--- config.mk ---
export PLATFORM = sky130hd
export DESIGN_NAME = pipe_chain
export DESIGN_NICKNAME = d
export VERILOG_FILES = /design/src/rtl/pipe_chain.sv
export SDC_FILE = /design/constraint.sdc
export NUM_CORES = 1
export LEC_CHECK = 0
export CAP_MARGIN = 5
export CORE_UTILIZATION = 43
export DETAILED_ROUTE_END_ITERATION = 8
export GPL_TIMING_DRIVEN = 0
export PLACE_DENSITY = 0.71
export RECOVER_POWER = 100
export REMOVE_ABC_BUFFERS = 1
export SLEW_MARGIN = 15
export SYNTH_ARGS = -nofsm -noshare
export SYNTH_HDL_FRONTEND = slang
export SYNTH_SLANG_ARGS = --single-unit
--- constraint.sdc ---
create_clock -name clock -period 2.64 [get_ports clock]
set_clock_uncertainty 0.2 [all_clocks]
set_input_delay 0.528 -clock clock [delete_from_list [all_inputs] [get_ports clock]]
set_output_delay 0.528 -clock clock [all_outputs]
set_load 0.03 [all_outputs]
--- src/rtl/pipe_chain.sv ---
// pipe_chain: DEPTH-stage valid/ready register chain with bubble collapsing,
// global flush and a registered occupancy counter.
// Optional feature macro: PIPE_CHAIN_SKID_EN adds a one-entry input skid
// register so that pin_ready becomes a pure register output.
// Ports:
//   clock, reset                 rising-edge clock, async active-high reset
//   flush                        discard all held beats
//   pin_valid/pin_ready/pin_data upstream handshake and payload
//   pout_valid/pout_ready/pout_data downstream handshake, payload of last stage
//   occupancy                    valid beats held (including skid entry)
//   empty                        occupancy == 0
module pipe_chain #(
    parameter int unsigned WIDTH = 16,
    parameter int unsigned DEPTH = 2,
    parameter int unsigned CNT_W = $clog2(DEPTH + 2)
) (
    input  logic             clock,
    input  logic             reset,
    input  logic             flush,
    input  logic             pin_valid,
    output logic             pin_ready,
    input  logic [WIDTH-1:0] pin_data,
    output logic             pout_valid,
    input  logic             pout_ready,
    output logic [WIDTH-1:0] pout_data,
    output logic [CNT_W-1:0] occupancy,
    output logic             empty
);

    logic [DEPTH-1:0] valid_q;
    logic [WIDTH-1:0] data_q [DEPTH];
    logic [DEPTH-1:0] en;
    logic             src_valid;
    logic [WIDTH-1:0] src_data;
    logic             accept;
    logic [CNT_W-1:0] occ_d;

    // Load enables ripple from the output side back to stage 0.
    always_comb begin : en_chain
        logic rdy_next;
        rdy_next = pout_ready;
        en       = '0;
        for (int i = int'(DEPTH) - 1; i >= 0; i--) begin
            en[i]    = ~valid_q[i] | rdy_next | flush;
            rdy_next = en[i];
        end
    end

`ifdef PIPE_CHAIN_SKID_EN
    logic             skid_valid_q;
    logic             skid_valid_d;
    logic             ready_q;
    logic [WIDTH-1:0] skid_data_q;

    assign pin_ready = ready_q;
    assign accept    = pin_valid & ready_q;

    // Skid entry feeds stage 0 ahead of pin; flush drops it and lets pin through.
    always_comb begin
        src_valid    = accept;
        src_data     = pin_data;
        skid_valid_d = skid_valid_q;
        if (flush) begin
            skid_valid_d = 1'b0;
        end else if (skid_valid_q) begin
            src_valid = 1'b1;
            src_data  = skid_data_q;
            if (en[0]) begin
                skid_valid_d = 1'b0;
            end
        end else if (accept && !en[0]) begin
            skid_valid_d = 1'b1;
        end
    end

    // ready_q resets low so pin_ready only rises after reset is released.
    always_ff @(posedge clock or posedge reset) begin
        if (reset) begin
            skid_valid_q <= 1'b0;
            ready_q      <= 1'b0;
            skid_data_q  <= '0;
        end else begin
            skid_valid_q <= skid_valid_d;
            ready_q      <= ~skid_valid_d;
            if (skid_valid_d && !skid_valid_q) begin
                skid_data_q <= pin_data;
            end
        end
    end
`else
    assign pin_ready = en[0];
    assign accept    = pin_valid & en[0];
    assign src_valid = pin_valid;
    assign src_data  = pin_data;
`endif

    // Stage registers; data only loads when the upstream side holds a beat.
    always_ff @(posedge clock or posedge reset) begin
        if (reset) begin
            valid_q <= '0;
            for (int i = 0; i < int'(DEPTH); i++) begin
                data_q[i] <= '0;
            end
        end else begin
            if (en[0]) begin
                valid_q[0] <= src_valid;
                if (src_valid) begin
                    data_q[0] <= src_data;
                end
            end
            for (int i = 1; i < int'(DEPTH); i++) begin
                if (en[i]) begin
                    valid_q[i] <= valid_q[i-1] & ~flush;
                    if (valid_q[i-1]) begin
                        data_q[i] <= data_q[i-1];
                    end
                end
            end
        end
    end

    assign pout_valid = valid_q[DEPTH-1] & ~flush;
    assign pout_data  = data_q[DEPTH-1];
    assign empty      = (occupancy == '0);

    // Occupancy follows handshakes; flush leaves only a beat accepted this cycle.
    always_comb begin
        occ_d = occupancy;
        if (flush) begin
            occ_d = CNT_W'(accept);
        end else begin
            occ_d = occupancy + CNT_W'(accept) - CNT_W'(pout_valid & pout_ready);
        end
    end

    always_ff @(posedge clock or posedge reset) begin
        if (reset) begin
            occupancy <= '0;
        end else begin
            occupancy <= occ_d;
        end
    end

endmodule

# Yosys cells after proc, flatten, opt, wreduce, memory -nomap -nowiden
# Index checks and enable logic that the tools add are counted.
dict set report classes {
  add_sub_neg 2
  mux 1
  bitwise_logic 11
  n_reduce_logical 3
}
# op n
set op_table {}
lappend op_table {{$and 1x1->1} 4}
lappend op_table {{$or 1x1->1} 4}
lappend op_table {{$reduce_and 2->1} 2}
lappend op_table {{$not 1->1} 3}
lappend op_table {{$add 2x1->2} 1}
lappend op_table {{$logic_not 2->1} 1}
lappend op_table {{$mux 2} 1}
lappend op_table {{$sub 2x1->2} 1}
dict set report totals {
  ff_bits 36
  in_bits 21
  output_inout_bits 21
  wordCells 22
}

# Longest topological paths before layout
# Gate-level depths: netlist of run 1.
dict set report logic_depth {
  word_depth 9
  depth_mapped 8
  depth_no_buf 7
}

# Least setup slack after synthesis of run 1
# No wires, ideal clock.
dict set report synth_timing {
  kind {input to register}
  start {input port pout_ready}
  end {register occupancy[0]}
  setup_ps 125
  arrival_ps 1905
  required_time_ps 2315
  setup_slack_ps 410
  stages 7
  path_buffers 1
  path_cell_list {nand4bb_4 -> nand2_4 -> buf_12 -> ha_1 -> inv_1 -> ha_1 -> mux2_2}
}
dict set report synth_via {
  elab_chain_cells 8
  word_cells_on_any_way 9
  cone_classes {add/sub (2); mux (1); bitwise (6)}
}
# element line_no
set synth_rtl {}
lappend synth_rtl {{start, declared} 24} ;# input logic pout_ready,
lappend synth_rtl {{$or 1x1->1 (4 in a row)} 44} ;# en[i] = ~valid_q[i] | rdy_next | flush;
lappend synth_rtl {{$and 1x1->1} 92} ;# assign accept = pin_valid & en[0];
lappend synth_rtl {{$add 2x1->2} 132} ;# occ_d = occupancy + CNT_W'(accept) - CNT_W'(pout_valid & pout_ready);
lappend synth_rtl {{$sub 2x1->2} 132}
lappend synth_rtl {{$mux 2 *} 129} ;# if (flush) begin
lappend synth_rtl {{named net occ_d[0]} 36} ;# logic [CNT_W-1:0] occ_d;
lappend synth_rtl {{end signal, assigned} 138} ;# occupancy <= '0;
lappend synth_rtl {{end signal, assigned} 140} ;# occupancy <= occ_d;
lappend synth_rtl {{end, declared} 26} ;# output logic [CNT_W-1:0] occupancy,
# Mark *: on every way through the listed nets, which the timed path passes. The rest lies on a longest branch.
# A chain may end at the register's enable or synchronous reset.

# Worst setup path in the final report of run 1
dict set report layout_timing {
  start {input port flush}
  end {output port pout_valid}
}
dict set report layout_via {
  elab_chain_cells 2
}
# element line_no
set layout_rtl {}
lappend layout_rtl {{start, declared} 19} ;# input logic flush,
lappend layout_rtl {{$not 1->1} 122} ;# assign pout_valid = valid_q[DEPTH-1] & ~flush;
lappend layout_rtl {{$and 1x1->1} 122}
lappend layout_rtl {{end, declared} 23} ;# output logic pout_valid,
# Every way passes these cells.

==> impl_metrics.json, run 1 <==
{
  "ctsResizeCount": 2,
  "die_area_um2": 4108,
  "postCtsSetupBuffers": 0,
  "grt_pass1_wl_um": 4146,
  "crit_start": "flush",
  "synth_top_cell_area_share_pct": 54.34,
  "fmax_ghz": 0.4034,
  "antenna_found_initial": 0,
  "ir_worst_vdd_uv": 469.3,
  "num_vias": 833,
  "gp_congestion": 0.6629,
  "timing.rr.start": "valid_q[0]",
  "h-tree-depth": 2,
  "drt_iter0_drc": 3,
  "hold_ws_ns": 0.2905,
  "worstRegToRegCells": 6,
  "fin_crit_ns": 2.479,
  "die_x_um": 64.09,
  "cp-start-kind": "input pin",
  "drv_slew": 0,
  "crit_chain": "clkdlybuf4s50_1 -> nand2b_1 -> inv_1 -> dlygate4sd2_1",
  "crit_buf_inv": 3,
  "die_h_um": 64.09,
  "arrival_ns": 1.75,
  "rows": 22,
  "grt_usage_pct": 13.86,
  "pwr_density_cell_nw_per_um2": 720.1,
  "slowest_delay_ns": 0.50,
  "tightest_slew_ns": 1.317,
  "port_buffers": 41,
  "yosys_warnings": 0,
  "route.detailed.drc": 0,
  "cts_tree": "done",
  "yosysUniqueCellTypes": 16,
  "firstDrtPassIters": 2,
  "holdPathEnd": "pout_data[7]",
  "yosys_register_bits": 36,
  "min_period_over_period_pct": 93.89,
  "power_leakage_nw": 0.8786,
  "via_per_inst": 4.527,
  "cp-end-kind": "primary output",
  "synth_top_cells_by_area": "dfrtp_1 (54%), mux2_4 (17%), mux2_2 (9.5%)",
  "io_pins": 42,
  "min_path_cells": 1,
  "num_antenna_cells": 0,
  "critical_path.max_fanout": 5,
  "r2r-end": "occupancy[0]",
  "hold_buffers": 0,
  "path_class": "input pin to primary output",
  "fin_util_pct": 54.17,
  "hold_viol_final": 0,
  "clk_latency_ns": 0.28,
  "place_hpwl_um": 1740,
  "clock_path_buffers": 2,
  "drive_above_1_share_pct": 21.32,
  "power_mw": 1.439,
  "rsz0062_at_grt": "false",
  "reg2reg_slack_ns": 0.69,
  "cts_buffers": 5,
  "syn_inst": 105,
  "wl_per_cell_um": 13.50,
  "start_util_pct": 44.95,
  "hold_start": "data_q[23]",
  "routed_wl_um": 2484,
  "path_clk_slew_ns": 0.07,
  "maxCapViolCount": 0,
  "drtAntennaViolNets": 0,
  "cp_top_family": "buffers and inverters",
  "hold_path_class": "flip-flop to flip-flop",
  "slew_headroom_pct": 12.07,
  "nets": 158,
  "syn_area_per_cell_um2": 15.79,
  "cpMaxStageDelayCell": "clkdlybuf4s50_1",
  "layout_common_cells": "dfrtp_1 (36), dlygate4sd3_1 (20), clkdlybuf4s50_1 (19)",
  "netlist_area_um2": 1658,
  "tns_ns": 0,
  "syn2layout_area_growth_pct": 20.53,
  "cts_sinks": 36,
  "synth_seq_area_share_pct": 54.34,
  "layout_commonest_cell": "dfrtp_1",
  "grt_overflow_total": 0,
  "grt_pass1_vias": 878,
  "grt_max_degree": 37,
  "outcome": "complete, no violations",
  "required_ns": 1.91,
  "coreArea_um2": 3689,
  "synth_largest_area_cell": "dfrtp_1",
  "cts_root_buffer": "clkbuf_8",
  "setup-violations-final": 0
}
[cells in the mapped netlist, drive strengths merged]
library cell   n
ha             2
nand2b         1
xnor2          1
nor2           4
mux2          33
nand2          1
inv            4
nand4bb        1
dfrtp         36
or2b           1
o21ai          1
a21oi          1
buf           18
xor2           1
[final cells by class]
cell class / count / area, um2
clock inverter: 2 / 13.76
sequential: 36 / 900.9
tap: 48 / 60.06
multi-input combinational: 47 / 518.0
clock buffer: 6 / 82.58
timing repair buffer: 41 / 407.9
inverter: 4 / 15.01
fill: 353 / 1690
[registers in the layout, summed over array words and instances, names as in the netlist]
name       flops
data_q        16
pout_data     16
valid_q        2
occupancy      2
[worst max-delay path by stage]
stage,end,slack (ns),cells past startpoint
floorplan,occupancy[0],0.43,6
global placement,occupancy[0],-0.06,7
detailed placement,occupancy[0],-0.1,7
CTS,pin_ready,0.20,3
global route,pout_valid,0.09,4
finish,pout_valid,0.16,4
[cells by family after synthesis]
family	count (synthesis)	synth area share [%]
flops	36	54.34
compound gates	2	1.283
fa+ha+maj	2	1.509
xor+xnor	2	1.057
simple gates	8	4.528
buf+inv	22	10.57
mux	33	26.72
[power breakdown]
| group | switching, mW | internal [mW] |
|---|---|---|
| logic | 0.192 | 0.169 |
| clock network | 0.194 | 0.213 |
| registers | 0.0416 | 0.630 |
[metal layers]
metal,up-vias,GRT usage [%],share of wire [%]
met5,-,0,0
met4,0,8.333,2.3
met3,6,5.357,5.0
met2,27,19.81,47
met1,404,17.67,46
li1,396,-,-
[per-stage QoR]
step,worst slack (ns),area (um2),std cells
CTS,0.1996,2062,184
floorplan,0.4333,1498,87
detailed placement,-0.09632,1968,176
finish,0.1612,1998,184
global placement,-0.06069,1968,176
global route,0.09104,1998,184
Note: power is estimated with default switching activity, not from simulation.
==> run 2, diff against run 1 <==
--- a/config.mk
+++ b/config.mk
@@ -6,10 +6,12 @@
 export NUM_CORES = 1
 export LEC_CHECK = 0
 export CAP_MARGIN = 5
-export CORE_UTILIZATION = 43
+export CELL_PAD_IN_SITES_DETAIL_PLACEMENT = 0
+export CELL_PAD_IN_SITES_GLOBAL_PLACEMENT = 2
+export CORE_UTILIZATION = 33
 export DETAILED_ROUTE_END_ITERATION = 8
 export GPL_TIMING_DRIVEN = 0
-export PLACE_DENSITY = 0.71
+export PLACE_DENSITY_LB_ADDON = 0.1
 export RECOVER_POWER = 100
 export REMOVE_ABC_BUFFERS = 1
 export SLEW_MARGIN = 15
==> run 2 against run 1 <==
Against the previous run: worst setup slack got worse by 0.030 ns; flip-flop and latch count unchanged; clock power decreased by 4%; critical path type unchanged; critical endpoint is now pin_ready; largest cell class unchanged; largest power group unchanged.
==> impl_metrics.json, run 2 (synthesis results as in run 1) <==
{
  "clock_path_buffers": 2,
  "hold_path_class": "flip-flop to flip-flop",
  "place_hpwl_um": 1742,
  "cpMaxStageDelayCell": "dlygate4sd3_1",
  "outcome": "complete, no violations",
  "num_antenna_cells": 0,
  "die_x_um": 72.88,
  "cp-start-kind": "input pin",
  "drive_above_1_share_pct": 19.12,
  "nets": 158,
  "path_class": "input pin to primary output",
  "hold_start": "data_q[25]",
  "worstRegToRegCells": 6,
  "rsz0062_at_grt": "false",
  "via_per_inst": 4.266,
  "fin_crit_ns": 2.509,
  "syn2layout_area_growth_pct": 21.58,
  "drv_slew": 0,
  "slew_headroom_pct": 10.18,
  "critical_path.max_fanout": 5,
  "cts_tree": "done",
  "arrival_ns": 1.78,
  "grt_usage_pct": 11.85,
  "required_ns": 1.91,
  "wl_per_cell_um": 12.62,
  "route.detailed.drc": 0,
  "firstDrtPassIters": 2,
  "reg2reg_slack_ns": 0.65,
  "gp_congestion": 0.6465,
  "antenna_found_initial": 0,
  "h-tree-depth": 2,
  "cts_buffers": 5,
  "fmax_ghz": 0.3986,
  "path_clk_slew_ns": 0.07,
  "grt_pass1_vias": 946,
  "rows": 25,
  "power_leakage_nw": 0.8700,
  "hold_buffers": 0,
  "ir_worst_vdd_uv": 285.3,
  "drtAntennaViolNets": 0,
  "setup-violations-final": 0,
  "hold_viol_final": 0,
  "holdPathEnd": "pout_data[9]",
  "min_path_cells": 1,
  "routed_wl_um": 2561,
  "slowest_delay_ns": 0.62,
  "num_vias": 866,
  "grt_max_degree": 37,
  "cts_sinks": 36,
  "die_h_um": 72.88,
  "cp-end-kind": "primary output",
  "start_util_pct": 34.64,
  "tightest_slew_ns": 1.346,
  "layout_commonest_cell": "dfrtp_1",
  "port_buffers": 41,
  "coreArea_um2": 4786,
  "clk_latency_ns": 0.28,
  "cts_root_buffer": "clkbuf_8",
  "io_pins": 42,
  "crit_chain": "dlygate4sd3_1 -> nand4bb_4 -> dlygate4sd2_1",
  "die_area_um2": 5311,
  "layout_common_cells": "dfrtp_1 (36), dlygate4sd3_1 (21), clkdlybuf4s50_1 (18)",
  "tns_ns": 0,
  "grt_pass1_wl_um": 4602,
  "maxCapViolCount": 0,
  "r2r-end": "occupancy[0]",
  "grt_overflow_total": 0,
  "dp_cells": 195,
  "timing.rr.start": "valid_q[0]",
  "drt_iter0_drc": 21,
  "pwr_density_cell_nw_per_um2": 702.4,
  "min_period_over_period_pct": 95.03,
  "layout.cells.non_filler": 203
}
[run 2: layout make-up]
class / count / area (um2)
Timing Repair Buffer: 41 / 407.9
Fill cell: 474 / 2770
Sequential cell: 36 / 900.9
Tap cell: 67 / 83.83
Inverter: 4 / 15.01
Multi-Input combinational cell: 47 / 518.0
Clock buffer: 8 / 90.09
[run 2: how the worst max path moves through the flow]
stage | start | end | slack [ns] | depth (start not counted)
6_report | flush | pin_ready | 0.13 | 3
3_3_place_gp | pout_ready | occupancy[0] | -0.10 | 7
4_1_cts | pout_ready | occupancy[0] | 0.19 | 7
2_1_floorplan | pout_ready | occupancy[0] | 0.43 | 6
5_1_grt | flush | occupancy[0] | 0.08 | 7
3_5_place_dp | flush | occupancy[0] | -0.12 | 7
[run 2: critical path, delay by kind of cell]
family	cells	cell delay (ns)
simple gates	1	0.25
buf+inv	2	1.00
[run 2: what timing repair did]
action	CTS	global route
gates resized for setup	2	0
setup endpoints to repair	2	0
buffers inserted	0	0
[run 2: routing by layer]
| metal | GRT usage (%) | wire, um | vias to the layer above |
|---|---|---|---|
| li1 | - | - | 395 |
| met1 | 14.32 | 1137 | 440 |
| met2 | 18.48 | 1232 | 26 |
| met3 | 4.972 | 138 | 5 |
| met4 | 5.229 | 51 | 0 |
| met5 | 0 | 0 | - |
[run 2: where the power goes]
group	internal (mW)	total, mW	switching [mW]
Sequential	0.631	0.670	0.0399
Clock	0.213	0.389	0.176
Combinational	0.165	0.356	0.191
[run 2: metrics by stage]
step | hold slack, ns | total power, mW | area [um2] | util (%) | setup WS (ns)
3_3_place_gp | 0.2824 | 1.099 | 1992 | 41.62 | -0.1012
3_5_place_dp | 0.2928 | 1.106 | 1992 | 41.62 | -0.1213
5_1_grt | 0.3092 | 1.505 | 2016 | 42.12 | 0.08257
2_1_floorplan | 0.2750 | 0.9335 | 1498 | - | 0.4333
6_report | 0.2777 | 1.416 | 2016 | 42.12 | 0.1312
4_1_cts | 0.3091 | 1.508 | 2079 | 43.45 | 0.1879
